File: config.mk
export PLATFORM = sky130hd
export DESIGN_NAME = btn_hold_classifier
export DESIGN_NICKNAME = d
export VERILOG_FILES = /design/src/rtl/microwave_pkg.sv /design/src/rtl/ms_tick_gen.sv /design/src/rtl/btn_hold_classifier.sv
export SDC_FILE = /design/constraint.sdc
export NUM_CORES = 1
export LEC_CHECK = 0
export CELL_PAD_IN_SITES_DETAIL_PLACEMENT = 1
export CELL_PAD_IN_SITES_GLOBAL_PLACEMENT = 1
export CORE_ASPECT_RATIO = 0.9
export CORE_MARGIN = 2
export CORE_UTILIZATION = 40
export CTS_CLUSTER_DIAMETER = 200
export CTS_CLUSTER_SIZE = 40
export DETAILED_ROUTE_END_ITERATION = 8
export GPL_TIMING_DRIVEN = 0
export PLACE_DENSITY = 0.74
export SYNTH_ARGS = -nofsm -noshare
export SYNTH_HDL_FRONTEND = slang
export SYNTH_SLANG_ARGS = --single-unit
export TNS_END_PERCENT = 50
File: constraint.sdc
create_clock -name clk -period 4.45 [get_ports clk]
set_input_delay 1.335 -clock clk [delete_from_list [all_inputs] [get_ports clk]]
set_output_delay 1.335 -clock clk [all_outputs]
set_load 0.1 [all_outputs]
File: src/rtl/microwave_pkg.sv
// rtl/microwave_pkg.sv - shared state encoding and timing constants for cook-time entry
package microwave_pkg;

   typedef enum logic [1:0] {
      ST_IDLE    = 2'd0,
      ST_PRESSED = 2'd1,
      ST_REPEAT  = 2'd2
   } btn_state_e;

   localparam int MS_PER_S = 1000;

   // Cycles per millisecond: the clock rate (per second) divided down to one millisecond.
   function automatic int cpm(input int clk_freq_hz);
      return clk_freq_hz / MS_PER_S;
   endfunction

endpackage

File: src/rtl/ms_tick_gen.sv
// rtl/ms_tick_gen.sv - one-cycle tick every millisecond, restartable to align with a press
module ms_tick_gen
   import microwave_pkg::*;
#(
   parameter int CLK_FREQ_HZ = 100_000_000
) (
   input  logic clk,
   input  logic rst,
   input  logic clr,
   output logic tick
);

   localparam int CPM = cpm(CLK_FREQ_HZ);
   localparam int PW  = (CPM > 1) ? $clog2(CPM) : 1;
   localparam logic [PW-1:0] P_TERM = PW'(CPM - 1);

   logic [PW-1:0] pre_q;
   logic [PW-1:0] pre_d;

   // Tick on the last prescaler count; clearing restarts a full millisecond from zero.
   assign tick = (pre_q == P_TERM);

   always_comb begin
      pre_d = pre_q + 1'b1;
      if (clr || tick) begin
         pre_d = '0;
      end
   end

   always_ff @(posedge clk) begin
      if (!rst) begin
         pre_q <= '0;
      end else begin
         pre_q <= pre_d;
      end
   end

endmodule

File: src/rtl/btn_hold_classifier.sv
// rtl/btn_hold_classifier.sv - classifies debounced presses as short, long or auto-repeat
module btn_hold_classifier
   import microwave_pkg::*;
#(
   parameter int CLK_FREQ_HZ = 100_000_000,
   parameter int LONG_MS     = 1000,
   parameter int REPEAT_MS   = 100
) (
   input  logic clk,
   input  logic rst,
   input  logic level,
   input  logic p_edge,
   input  logic n_edge,
   output logic short_press,
   output logic long_press,
   output logic repeat_pulse,
   output logic holding
);

   localparam int CPM    = cpm(CLK_FREQ_HZ);
   localparam int MS_MAX = (LONG_MS > REPEAT_MS) ? LONG_MS : REPEAT_MS;
   localparam int MW     = $clog2(MS_MAX + 1);
   localparam logic [MW-1:0] LONG_LAST = MW'(LONG_MS - 1);
   localparam logic [MW-1:0] REP_LAST  = MW'(REPEAT_MS - 1);

   if (CPM < 1 || LONG_MS < 1 || REPEAT_MS < 1) begin : g_bad_params
      $error("btn_hold_classifier: CPM, LONG_MS and REPEAT_MS must all be >= 1");
   end

   btn_state_e    state_q;
   logic [MW-1:0] ms_q;
   logic          short_q;
   logic          long_q;
   logic          rep_q;
   logic          hold_q;
   logic          tick;
   logic          press_start;

   assign press_start = (state_q == ST_IDLE) && p_edge && !n_edge;

   ms_tick_gen #(
      .CLK_FREQ_HZ(CLK_FREQ_HZ)
   ) u_tick (
      .clk (clk),
      .rst (rst),
      .clr (press_start),
      .tick(tick)
   );

   // Release (n_edge) is checked before the threshold so it wins a same-cycle collision;
   // a level drop without n_edge means the upstream stage was reset, so leave silently.
   always_ff @(posedge clk) begin
      if (!rst) begin
         state_q <= ST_IDLE;
         ms_q    <= '0;
         short_q <= 1'b0;
         long_q  <= 1'b0;
         rep_q   <= 1'b0;
         hold_q  <= 1'b0;
      end else begin
         short_q <= 1'b0;
         long_q  <= 1'b0;
         rep_q   <= 1'b0;
         case (state_q)
            ST_IDLE: begin
               if (press_start) begin
                  state_q <= ST_PRESSED;
                  ms_q    <= '0;
                  hold_q  <= 1'b1;
               end
            end
            ST_PRESSED: begin
               if (n_edge) begin
                  state_q <= ST_IDLE;
                  short_q <= 1'b1;
                  hold_q  <= 1'b0;
               end else if (!level) begin
                  state_q <= ST_IDLE;
                  hold_q  <= 1'b0;
               end else if (tick) begin
                  if (ms_q == LONG_LAST) begin
                     state_q <= ST_REPEAT;
                     long_q  <= 1'b1;
                     ms_q    <= '0;
                  end else begin
                     ms_q <= ms_q + 1'b1;
                  end
               end
            end
            ST_REPEAT: begin
               if (n_edge || !level) begin
                  state_q <= ST_IDLE;
                  hold_q  <= 1'b0;
               end else if (tick) begin
                  if (ms_q == REP_LAST) begin
                     rep_q <= 1'b1;
                     ms_q  <= '0;
                  end else begin
                     ms_q <= ms_q + 1'b1;
                  end
               end
            end
            default: begin
               state_q <= ST_IDLE;
               hold_q  <= 1'b0;
            end
         endcase
      end
   end

   assign short_press  = short_q;
   assign long_press   = long_q;
   assign repeat_pulse = rep_q;
   assign holding      = hold_q;

endmodule
# --- Yosys cells after proc, flatten, opt, wreduce, memory -nomap -nowiden ---
# Index checks and enable logic that the tools add are counted.
word_totals:
  word_cells: 68
  in_bits: 5
  regBits: 33
classes:
  reduce_logical: 15
  muxes: 24
  bitwise_logic: 5
  add_sub_neg: 2
  n_eq_ne: 15
op_table:
  columns: ["cell", "n"]
  rows:
  - ["two-way mux 10 bit", 8]
  - ["case mux 10 bit (3 select lines)", 1]
  - ["adder 17 x 1 -> 17 bit, second input constant", 1]
  - ["== test 17 bit, second input constant", 1]
  - ["two-way mux 2 bit", 6]
  - ["adder 10 x 1 -> 10 bit, second input constant", 1]
  - ["== test 10 bit, second input constant", 1]
  - ["== test 10 x 7 -> 1 bit, second input constant", 1]
  - ["inequality test 2 bit, second input constant", 4]
  - ["two-way mux 1 bit", 7]
  - ["AND reduction 7 bit", 1]
  - ["inequality test 2 x 1 -> 1 bit, second input constant", 3]
  - ["case mux 2 bit (3 select lines)", 1]
  - ["NOT 1 bit", 5]
  - ["OR reduction 5 bit", 1]
  - ["inequality test 4 x 3 -> 1 bit, second input constant", 1]
  - ["inequality test 4 bit, second input constant", 1]
  - ["AND reduction 4 bit", 1]
  - ["OR reduction 4 bit", 1]
  - ["inequality test 3 bit, second input constant", 1]
  - ["case mux 1 bit (3 select lines)", 1]
  - ["AND reduction 3 bit", 1]
  - ["nonzero test 3 bit", 1]
  - ["== test 2 x 1 -> 1 bit, second input constant", 1]
  - ["other kinds (7)", 10]

# --- Longest topological paths before layout ---
depth:
  word_depth: 6
  depth_mapped: 8
  depth_no_buf: 7

# --- Modules after synthesis ---
# From an unflattened synthesis, not the netlist that was laid out.
unflattened:
  hier_cells: 202
  hier_area_um2: 1706.6
by_module_without_submodules:
  columns: ["mod", "seq_area_each_um2", "area_per_inst_um2", "cells_each", "n_inst"]
  rows:
  - ["btn_hold_classifier", 320.3, 917.1, 116, 1]
  - ["ms_tick_gen", 340.3, 789.5, 86, 1]

# --- Worst setup path before layout ---
# OpenSTA, ideal clock, no wires.
synth_path:
  path_type: "input-to-reg"
  from: "input port n_edge"
  to: "register ms_q[1]"
  t_arrival_ns: 2.637
  n_path_buf: 0
  setup_slack_ns: 1.743
  cell_stages: 5
  path_cell_list: "nand2b_1 a2111o_1 o41a_1 or3b_1 a21oi_1"
synth_between:
  elab_chain_cells: 4
synth_rtl:
  columns: ["item", "line_no", "rtl"]
  rows:
  - ["from (decl)", "btn_hold_classifier.sv:13", "input logic n_edge,"]
  - ["logical NOT 1 bit", "btn_hold_classifier.sv:39", "assign press_start = (state_q == ST_IDLE) && p_edge && !n_edge;"]
  - ["logical AND 1 bit", "btn_hold_classifier.sv:39", null]
  - ["inequality test 2 x 1 -> 1 bit (no source line)", null, null]
  - ["AND reduction 7 bit (no source line) (*)", null, null]
  - ["to (signal assigned)", "btn_hold_classifier.sv:86", "ms_q <= ms_q + 1'b1;"]
  - ["to (signal assigned)", "btn_hold_classifier.sv:99", "ms_q <= ms_q + 1'b1;"]
  - ["to (decl)", "btn_hold_classifier.sv:31", "logic [MW-1:0] ms_q;"]
# Every way passes the cells marked *; elsewhere a longest branch is shown, timed or not.
# A chain may end at the register's enable or synchronous reset.

# --- Final worst setup path ---
layout_path:
  from: "register hold_q (netlist: holding)"
  to: "output port holding"
layout_lines:
  columns: ["item", "line_no", "rtl"]
  rows:
  - ["from (decl)", "btn_hold_classifier.sv:35", "logic hold_q;"]
  - ["from (signal assigned)", "btn_hold_classifier.sv:59", "hold_q <= 1'b0;"]
  - ["from (signal assigned)", "btn_hold_classifier.sv:69", "hold_q <= 1'b1;"]
  - ["from (signal assigned)", "btn_hold_classifier.sv:76", "hold_q <= 1'b0;"]
  - ["to (decl)", "btn_hold_classifier.sv:17", "output logic holding"]
# No word-level cell between the ends.

==> metrics.txt <==
Post-layout nets 214; WS Path Type reg2out; CTS Buf Count 5; number of flops mapped to enable cells by yosys 0; clock slew at reported path FFs around 0.070 ns; CP Data Required Time ~3.1 ns; Cell Pwr Density 348 mW/mm^2; CTS max path bufs 2; final worst-path setup slack 1.37 ns; cell taking the most area after synthesis dfxtp_1; post-detail-place hpwl 2.84 mm; asr flop ratio synth 0%; final period utilization 69.2%; Syn Nets 200; layout cells sized above 1 6.90%; cell count along the critical path 1; Clock Skew 0.00593 ns; R2R Setup Slk roughly 1.9 ns; Final Core Density 47.2%; outcome finished clean; final hold viol count 0; critical-path cell list clkdlybuf4s50_1; TritonCTS clock tree built; Hold EP ms_q[1]; global placer's final weighted congestion roughly 0.83; final WL between 3 and 4 mm; Final Slew Violations 0; # IOs 9; worst hold start ms_q[1]; Crit. End Element output port; H-tree depth 2; delay-heaviest family, CP buffers and inverters; CP max-delay cell clkdlybuf4s50_1; drt drc 0; Die X 71.9 microns; Seq/Total Area, Yosys 39.8%; Root Buffer clkbuf_8; max frequency 0.325 GHz; via count 1404; final setup fails 0; GRT overflow 0; Place WS 1.13 ns; Rel. slew slack 35.6%; Synth cell types 38; worst r2r path cells 6; die area about 0.0047 sq mm; Clk Latency, worst-skew pair about 0.28 ns; Yosys top cell area share 39.8%; global-route wire length before repair roughly 6.6 mm; synthesized flop and latch total 33; hold-critical path depth 2; unrepaired setup endpoints after global routing no; ANT nets after route 0; Hold-fix buffers, CTS 0; Hold WC Path Type reg2reg; Post-Syn Instances around 190; CP Launch Type flop; Pre-antenna DRT Iters 4; largest net degree at the start of global routing 11; Period minus WS final 3.08 ns; max capacitance violation total 0; synthesized area approximately 0.0017 sq mm; Std-Cell Rows 22; DR WL/cell ~15 microns; Starting Density 41.1%; post-CTS setup buffer count 0; Layout area overhead 14.8%; crit-path max FO 2; vias in the first global route 1413; CP arrival 1.74 ns; worst slew pin tran between 0.9 and 1 ns; post-CTS sizing 0; r2r startpoint u_tick.pre_q[0]; # clock sinks 33; Ys Warns 0; 1st-iter DRT viols 42; Ant. Diodes 0; initial antenna violation count 0; worst flop-to-flop path endpoint ms_q[2]; Total Routing Usage GR between 10% and 20%; die height 65.1 microns; Synth Flop Type dfxtp_1; WP buf/inv 1; delay of the slowest critical-path stage 1.13 ns; VDD IR max around 0.15 mV; Synth area leaders dfxtp_1, nor2_1, ha_1; post-DR vias/cell 5.59; PortBufs 7; LEAKAGE 0.666 nW; core area 0.00405 sq mm; Synth Area per Inst 8.84 sq um; setup_tns 0 ns
[worst max path at each step]
stage,from,endpoint,slack (ns)
final,holding,holding,1.37
after global placement,n_edge,ms_q[1],1.16
after floorplan,n_edge,ms_q[1],1.74
after detailed placement,n_edge,ms_q[1],1.13
after CTS,holding,holding,1.35
after global routing,holding,holding,1.30
[metal layers]
metal	up-vias	GRT usage (%)	share of wire, %
li1	704	-	-
met2	24	28.1	46
met3	2	5.21	3.5
met4	0	3.77	0.35
met5	-	0	0
met1	674	23.6	50
[per-stage QoR]
stage	hold slack, ns	area (sq um)	instances	power (mW)
final	0.474	1910	251	0.665
after global routing	0.515	1910	251	0.696
after CTS	0.473	1910	251	0.672
after detailed placement	0.466	1790	243	0.380
after global placement	0.448	1790	243	0.377
after floorplan	0.430	1660	188	0.361
[flip-flops by register name, summed over array words and instances (netlist names)]
signal and cells:
state_q 2, u_tick.pre_q 17, long_press 1, short_press 1, repeat_pulse 1, holding 1, ms_q 10
[synth_stat cells, drive strengths merged (2+ instances only)]
cell type / count
a21oi: 3
a32o: 6
and2: 3
and3: 6
clkbuf: 4
dfxtp: 33
ha: 7
inv: 7
nand2: 11
nand2b: 2
nand3: 12
nand4: 4
nand4bb: 2
nor2: 31
nor2b: 3
nor3: 6
nor3b: 3
nor4: 4
o21a: 2
o21ai: 7
o221a: 3
or3b: 2
xnor2: 7
xor2: 8
[cells in the final DEF, fill, tap and decap left out, types with 2 or more instances in the layout]
cell type        instances
a21oi_1                  3
a32o_1                   6
and2_1                   3
and3_1                   6
clkbuf_1                 5
clkbuf_8                 6
clkdlybuf4s50_1          7
dfxtp_1                 33
ha_1                     7
inv_1                    7
nand2_1                 11
nand2b_1                 2
nand3_1                 12
nand4_1                  4
nand4bb_1                2
nor2_1                  31
nor2b_1                  3
nor3_1                   5
nor3b_1                  3
nor4_1                   4
o21a_1                   2
o21ai_0                  7
o221a_2                  3
xnor2_1                  7
xor2_1                   8
[cell type report]
cell class / instances / area (sq um)
fill: 477 / 2140
inverter: 7 / 26.3
clock buffer: 7 / 86.3
sequential: 33 / 661
clock inverter: 1 / 30.0
multi-input combinational: 144 / 960
buffer: 4 / 15.0
timing repair buffer: 7 / 70.1
tap: 48 / 60.1
[where the power goes]
group / switching [mW] / internal [mW]
logic: 0.0453 / 0.0238
clock network: 0.109 / 0.183
registers: 0.00399 / 0.300
[cell families (layout without fill, tap and decap cells)]
kind of cell / Yosys count / after routing / share of synthesized area (%)
xor gates and xnor gates: 15 / 15 / 7.91
buffers and inverters: 11 / 26 / 2.48
AOI/OAI and AO/OA: 30 / 30 / 15.5
DFF: 33 / 33 / 39.8
and+or+nand+nor: 92 / 92 / 29.1
adders and majority gates: 7 / 7 / 5.27
Note: power is estimated with default switching activity, not from simulation.
